## config.mk

```make
export PLATFORM = sky130hd
export DESIGN_NAME = if_id_fetch_stage
export DESIGN_NICKNAME = d
export VERILOG_FILES = /design/src/rtl/if_id_fetch_stage_pkg.sv /design/src/rtl/if_id_reg.sv /design/src/rtl/if_id_fetch_stage.sv
export SDC_FILE = /design/constraint.sdc
export NUM_CORES = 1
export LEC_CHECK = 0
export BUFFER_PORTS_ARGS = -buffer_cell sky130_fd_sc_hd__buf_2
export CAP_MARGIN = 5
export CORE_UTILIZATION = 35
export DETAILED_ROUTE_END_ITERATION = 12
export PLACE_DENSITY = 0.66
export RECOVER_POWER = 25
export SYNTH_ARGS = -nofsm -noshare
export SYNTH_HDL_FRONTEND = slang
export SYNTH_SLANG_ARGS = --single-unit
```

## constraint.sdc

```tcl
create_clock -name clk -period 2.4 [get_ports clk]
set_input_delay 0.24 -clock clk [delete_from_list [all_inputs] [get_ports clk]]
set_output_delay 0.24 -clock clk [all_outputs]
set_load 0.005 [all_outputs]
```

## src/rtl/if_id_fetch_stage_pkg.sv

```systemverilog
// ============================================================================
// if_id_fetch_stage_pkg : shared constants, FSM state type and next-PC helper
// Rev 1.0
// ============================================================================
`default_nettype none

package if_id_fetch_stage_pkg;

   localparam logic [31:0] RESET_PC  = 32'h0000_0000;
   localparam logic [31:0] NOP_INSTR = 32'h0000_0013;

   typedef enum logic [1:0] {
      ST_BOOT = 2'd0,
      ST_RUN  = 2'd1,
      ST_WAIT = 2'd2
   } fetch_state_t;

   localparam logic [2:0] NPC_SEQ      = 3'b000;
   localparam logic [2:0] NPC_REDIRECT = 3'b001;
   localparam logic [2:0] NPC_HOLD     = 3'b010;

   // Redirect targets are forced word aligned
   function automatic logic [31:0] next_pc(input logic [2:0]  op,
                                           input logic [31:0] cur,
                                           input logic [31:0] target);
      case (op)
         NPC_SEQ:      next_pc = cur + 32'd4;
         NPC_REDIRECT: next_pc = {target[31:2], 2'b00};
         default:      next_pc = cur;
      endcase
   endfunction

endpackage

`default_nettype wire

```

## src/rtl/if_id_reg.sv

```systemverilog
// ============================================================================
// if_id_reg : IF/ID pipeline register with hold and NOP-bubble insertion
// Rev 1.0
// ============================================================================
`default_nettype none

module if_id_reg
   import if_id_fetch_stage_pkg::*;
(
   input  logic        clk,
   input  logic        rstn,
   input  logic        hold,
   input  logic        flush,
   input  logic [31:0] pc_in,
   input  logic [31:0] instr_in,
   output logic [31:0] pc,
   output logic [31:0] instr,
   output logic        valid
);

   // A flush keeps the old pc; only instr/valid are replaced by a bubble
   always_ff @(posedge clk or negedge rstn) begin
      if (!rstn) begin
         pc    <= 32'h0;
         instr <= NOP_INSTR;
         valid <= 1'b0;
      end else if (hold) begin
         pc    <= pc;
         instr <= instr;
         valid <= valid;
      end else if (flush) begin
         instr <= NOP_INSTR;
         valid <= 1'b0;
      end else begin
         pc    <= pc_in;
         instr <= instr_in;
         valid <= 1'b1;
      end
   end

endmodule

`default_nettype wire

```

## src/rtl/if_id_fetch_stage.sv

```systemverilog
// ============================================================================
// if_id_fetch_stage : PC/fetch FSM feeding the IF/ID register; optional
// stall/flush performance counters under FETCH_PERF_CNT_EN.  Rev 1.0
// ============================================================================
`default_nettype none

module if_id_fetch_stage
   import if_id_fetch_stage_pkg::*;
(
   input  logic        clk,
   input  logic        rstn,
   input  logic        stall,
   input  logic        IF_ID_flush,
   input  logic        PCWrite,
   input  logic [31:0] npc_target,
   input  logic        imem_ready,
   input  logic [31:0] imem_rdata,
   output logic        imem_req,
   output logic [31:0] imem_addr,
   output logic [31:0] pc,
   output logic [31:0] IF_ID_pc,
   output logic [31:0] IF_ID_instr,
   output logic        IF_ID_valid,
   output logic        ID_EX_bubble
`ifdef FETCH_PERF_CNT_EN
   ,
   output logic [31:0] stall_cnt,
   output logic [31:0] flush_cnt
`endif
);

   fetch_state_t state;

   logic       running;
   logic       stall_any;
   logic       take_stall;
   logic       take_flush;
   logic       take_wait;
   logic       take_fetch;
   logic [2:0] npc_op;

   assign running    = (state != ST_BOOT);
   assign stall_any  = stall | ~PCWrite;

   // Branch decode in priority order: stall > flush > imem wait > fetch
   assign take_stall = running & stall_any;
   assign take_flush = running & ~stall_any & IF_ID_flush;
   assign take_wait  = running & ~stall_any & ~IF_ID_flush & ~imem_ready;
   assign take_fetch = running & ~stall_any & ~IF_ID_flush & imem_ready;

   assign imem_req     = running & ~stall;
   assign imem_addr    = pc;
   assign ID_EX_bubble = stall;

   always_comb begin
      npc_op = NPC_HOLD;
      if (take_flush)
         npc_op = NPC_REDIRECT;
      else if (take_fetch)
         npc_op = NPC_SEQ;
   end

   always_ff @(posedge clk or negedge rstn) begin
      if (!rstn) begin
         state <= ST_BOOT;
         pc    <= RESET_PC;
      end else begin
         pc <= next_pc(npc_op, pc, npc_target);
         case (state)
            ST_BOOT: state <= ST_RUN;
            default: begin
               if (take_flush || take_fetch)
                  state <= ST_RUN;
               else if (take_wait)
                  state <= ST_WAIT;
            end
         endcase
      end
   end

   if_id_reg u_if_id_reg (
      .clk      (clk),
      .rstn     (rstn),
      .hold     (~running | stall_any),
      .flush    (take_flush | take_wait),
      .pc_in    (pc),
      .instr_in (imem_rdata),
      .pc       (IF_ID_pc),
      .instr    (IF_ID_instr),
      .valid    (IF_ID_valid)
   );

`ifdef FETCH_PERF_CNT_EN
   always_ff @(posedge clk or negedge rstn) begin
      if (!rstn) begin
         stall_cnt <= 32'h0;
         flush_cnt <= 32'h0;
      end else begin
         if (take_stall && (stall_cnt != 32'hFFFF_FFFF))
            stall_cnt <= stall_cnt + 32'd1;
         if (take_flush && (flush_cnt != 32'hFFFF_FFFF))
            flush_cnt <= flush_cnt + 32'd1;
      end
   end
`endif

endmodule

`default_nettype wire

```

==> impl_results.md <==
* Post-synthesis cell area at 4390 um^2
* Worst-path fanout max at 7
* FMAX at 462 MHz
* Die H at 114 um
* Vias per inst at 4.88
* Endpoints failing setup at 0
* Drt wl/cell at 15.3 um
* Routed WL at 12.2 mm
* CP endpoint kind: register
* Core area at 12100 um^2
* Primary FF master, synth: dfrtp_1
* Antenna cell count at 0
* Crit path from: imem_addr[5]
* Reg2Reg Depth at 5
* YS warnings at 0
* Share of the synthesized area in the top cell type at 0.524
* IO Count at 201
* Synth Area in Adders at 0.00285
* Synth Area in Simple Gates at 0.209
* CP required at 2640 ps
* Routed via count at 3871
* Post-synthesis compound-gate area fraction at 0.114
* Largest family of logic cells by synthesized area: simple AND/OR/NAND/NOR gates
* Pleak at 2.89 nW
* Post-Place Worst Slack at 201 ps
* DPL Wire Length at 8.95 mm
* Clk slew on worst S/H paths at 70 ps
* PortBufs at 192
* Post-synthesis register bit count at 95
* Maximum root-to-sink buffer count at 2
* Chip width at 114 um
* Worst Tran Pin Value at 1050 ps
* Reg-to-Reg Start: imem_addr[5]
* Yosys top cell by area: dfrtp_1
* Vias in the first global route at 3769
* Min cycle time layout at 2170 ps
* Congestion Overflow GR at 0
* PwrDens at 1050 nW/um^2
* Crit start category: register
* Critical Path End: imem_addr[23]
* XOR/XNOR Fraction of Synth Area at 0.0399
* # H-tree levels at 3
* CTS tree: done
* Worst min path class: input pin to register
* Async set-reset flop share out of synthesis at 1.00
* First-pass GRT wire length at 19.1 mm
* Post-synth EDFFs at 0
* Proportion of layout cells with a drive suffix above 1 at 0.365
* Sum Neg Setup Slack at 0 ps
* Sink Count at 95
* Crit share post-route at 0.902
* CTS Buf Count at 9
* Max cap viols at 0
* Final hold vios at 0
* DR pass1 iterations at 4
* Antenna violations before repair at 0
* Starting Density at 0.363
* Max Slew Vio Count at 0
* RSZ-0062 raised after global routing: false
* Synth cell types at 42
* Crit path DAT at 2400 ps
* Sequential area share after synthesis at 0.542
* Clk_skew at 6.80 ps
* Fin nets at 691
* Num rows at 40
* Max-slew headroom at 0.302
* Ranking of synthesized cells by area: dfrtp_1, nand2_1, buf_4
* Total track usage at 0.194
* RePlAce Congestion at 0.778
* Syn_area_per_cell at 9.72 um^2
* Clk_lat worst skew at 350 ps
* Die area at 13000 um^2
* Setup Buffers After CTS at 0
* FF-to-FF setup slack at 230 ps
* Synth Instances at 452
* Post-route core utilization at 0.469
* Routed Antenna Nets at 0
* Post-synthesis mux area share at 0.00513
* Area Growth Syn to Fin at 29.5%
* Initial DRC count at 172
* Final worst setup slack at 235 ps
* Crit Reg-Reg Endpoint: imem_addr[23]
* Largest net degree at the start of global routing at 55
* DRC violations left at 0
* Clock root buffer: clkbuf_16
* Crit Path Class: register to register
* Peak supply drop at 469 uV
* Outcome: completed
==> repair_timing <==
item | 4_1_cts | 5_1_grt
endpoints found under the setup margin | 0 | 1
gates resized for setup | 0 | 1
hold endpoints to repair | 38 | 0
hold buffers | 1 | 0
==> area by class of cell <==
class                           count  area, um^2
Tap cell                          168         210
Timing Repair Buffer              209        1120
Clock buffer                        9         225
Multi-Input combinational cell    299        1670
Clock inverter                      7        57.6
Sequential cell                    95        2380
Fill cell                        1196        6430
Inverter                            6        22.5
==> Yosys cell counts (2+ instances only) <==
master    count
nand2_1     117
dfrtp_1      92
buf_4        37
a22o_1       29
nor2_1       19
o21ai_0      19
clkbuf_1     16
nand3_1      16
nand4_1      12
xnor2_1      12
a21oi_1      10
xor2_1        8
nor3_1        7
and3_1        6
inv_1         6
nor4_1        6
buf_1         3
dfstp_2       3
o22a_1        3
or3_1         3
or4_1         3
a211oi_1      2
a31oi_1       2
and2_1        2
mux2_2        2
==> through the flow <==
| stage | total power [mW] | cells | hold slack (ps) | area [um^2] |
|---|---|---|---|---|
| after floorplan | 3.74 | 457 | -55.6 | 4410 |
| after CTS | 6.03 | 793 | 84.3 | 5690 |
| after detailed placement | 4.63 | 776 | 259 | 5400 |
| final | 5.95 | 793 | 90.6 | 5690 |
| after global routing | 6.36 | 793 | 99.3 | 5690 |
| after global placement | 4.57 | 776 | 253 | 5400 |
==> state kept, by name, summed over array words and instances (netlist names) <==
name	count
u_if_id_reg.instr	32
u_if_id_reg.pc	30
state	2
imem_addr	30
u_if_id_reg.valid	1
==> critical path: stages, from the launching register on <==
cell and delay [ps]:
dfrtp_1 520, nand4b_2 210, or4_1 690, nor4_4 380, xnor2_1 170, a21oi_1 80
==> worst min path at each step <==
stage | from | endpoint | depth (start not counted)
global route | imem_rdata[10] | u_if_id_reg.instr[10] | 2
finish | npc_target[28] | imem_addr[28] | 3
detailed placement | rstn | u_if_id_reg.instr[27] | 1
global placement | rstn | u_if_id_reg.instr[27] | 1
floorplan | rstn | imem_addr[10] | 0
CTS | npc_target[18] | imem_addr[18] | 3
==> cell usage in the layout, fill, tap and decap left out, types with 5 or more instances in the layout <==
cell type  instances
conb_1             6
nand2_1          117
nand3_1           15
nor4_1             5
and3_1             6
o21ai_0           19
buf_2            182
a21oi_1           10
clkbuf_16          9
inv_1              6
clkbuf_1           9
dfrtp_1           92
nor2_1            18
a22o_1            29
nand4_1           12
xnor2_1           12
xor2_1             8
nor3_1             6
buf_4             13
==> routing by layer <==
layer,global-route usage,routed length [um],vias up
li1,-,-,1841
met1,0.242,5290,1861
met2,0.321,5850,153
met3,0.0462,814,16
met4,0.0805,195,0
met5,0,0,-
==> logic make-up after synthesis <==
family,count (synthesis)
multiplexers,2
buffers and inverters,63
other,1
AND/OR/NAND/NOR,199
flip-flops,95
AO/OA/AOI/OAI,71
adder cells (fa/ha/maj),1
XOR/XNOR,20
==> power breakdown <==
part	switching, mW	internal (mW)	total, mW
combinational	0.944	0.943	1.89
sequential	0.535	2.15	2.69
clock	0.664	0.715	1.38
total	2.14	3.81	5.95
Power figures use the tool's default switching activity.
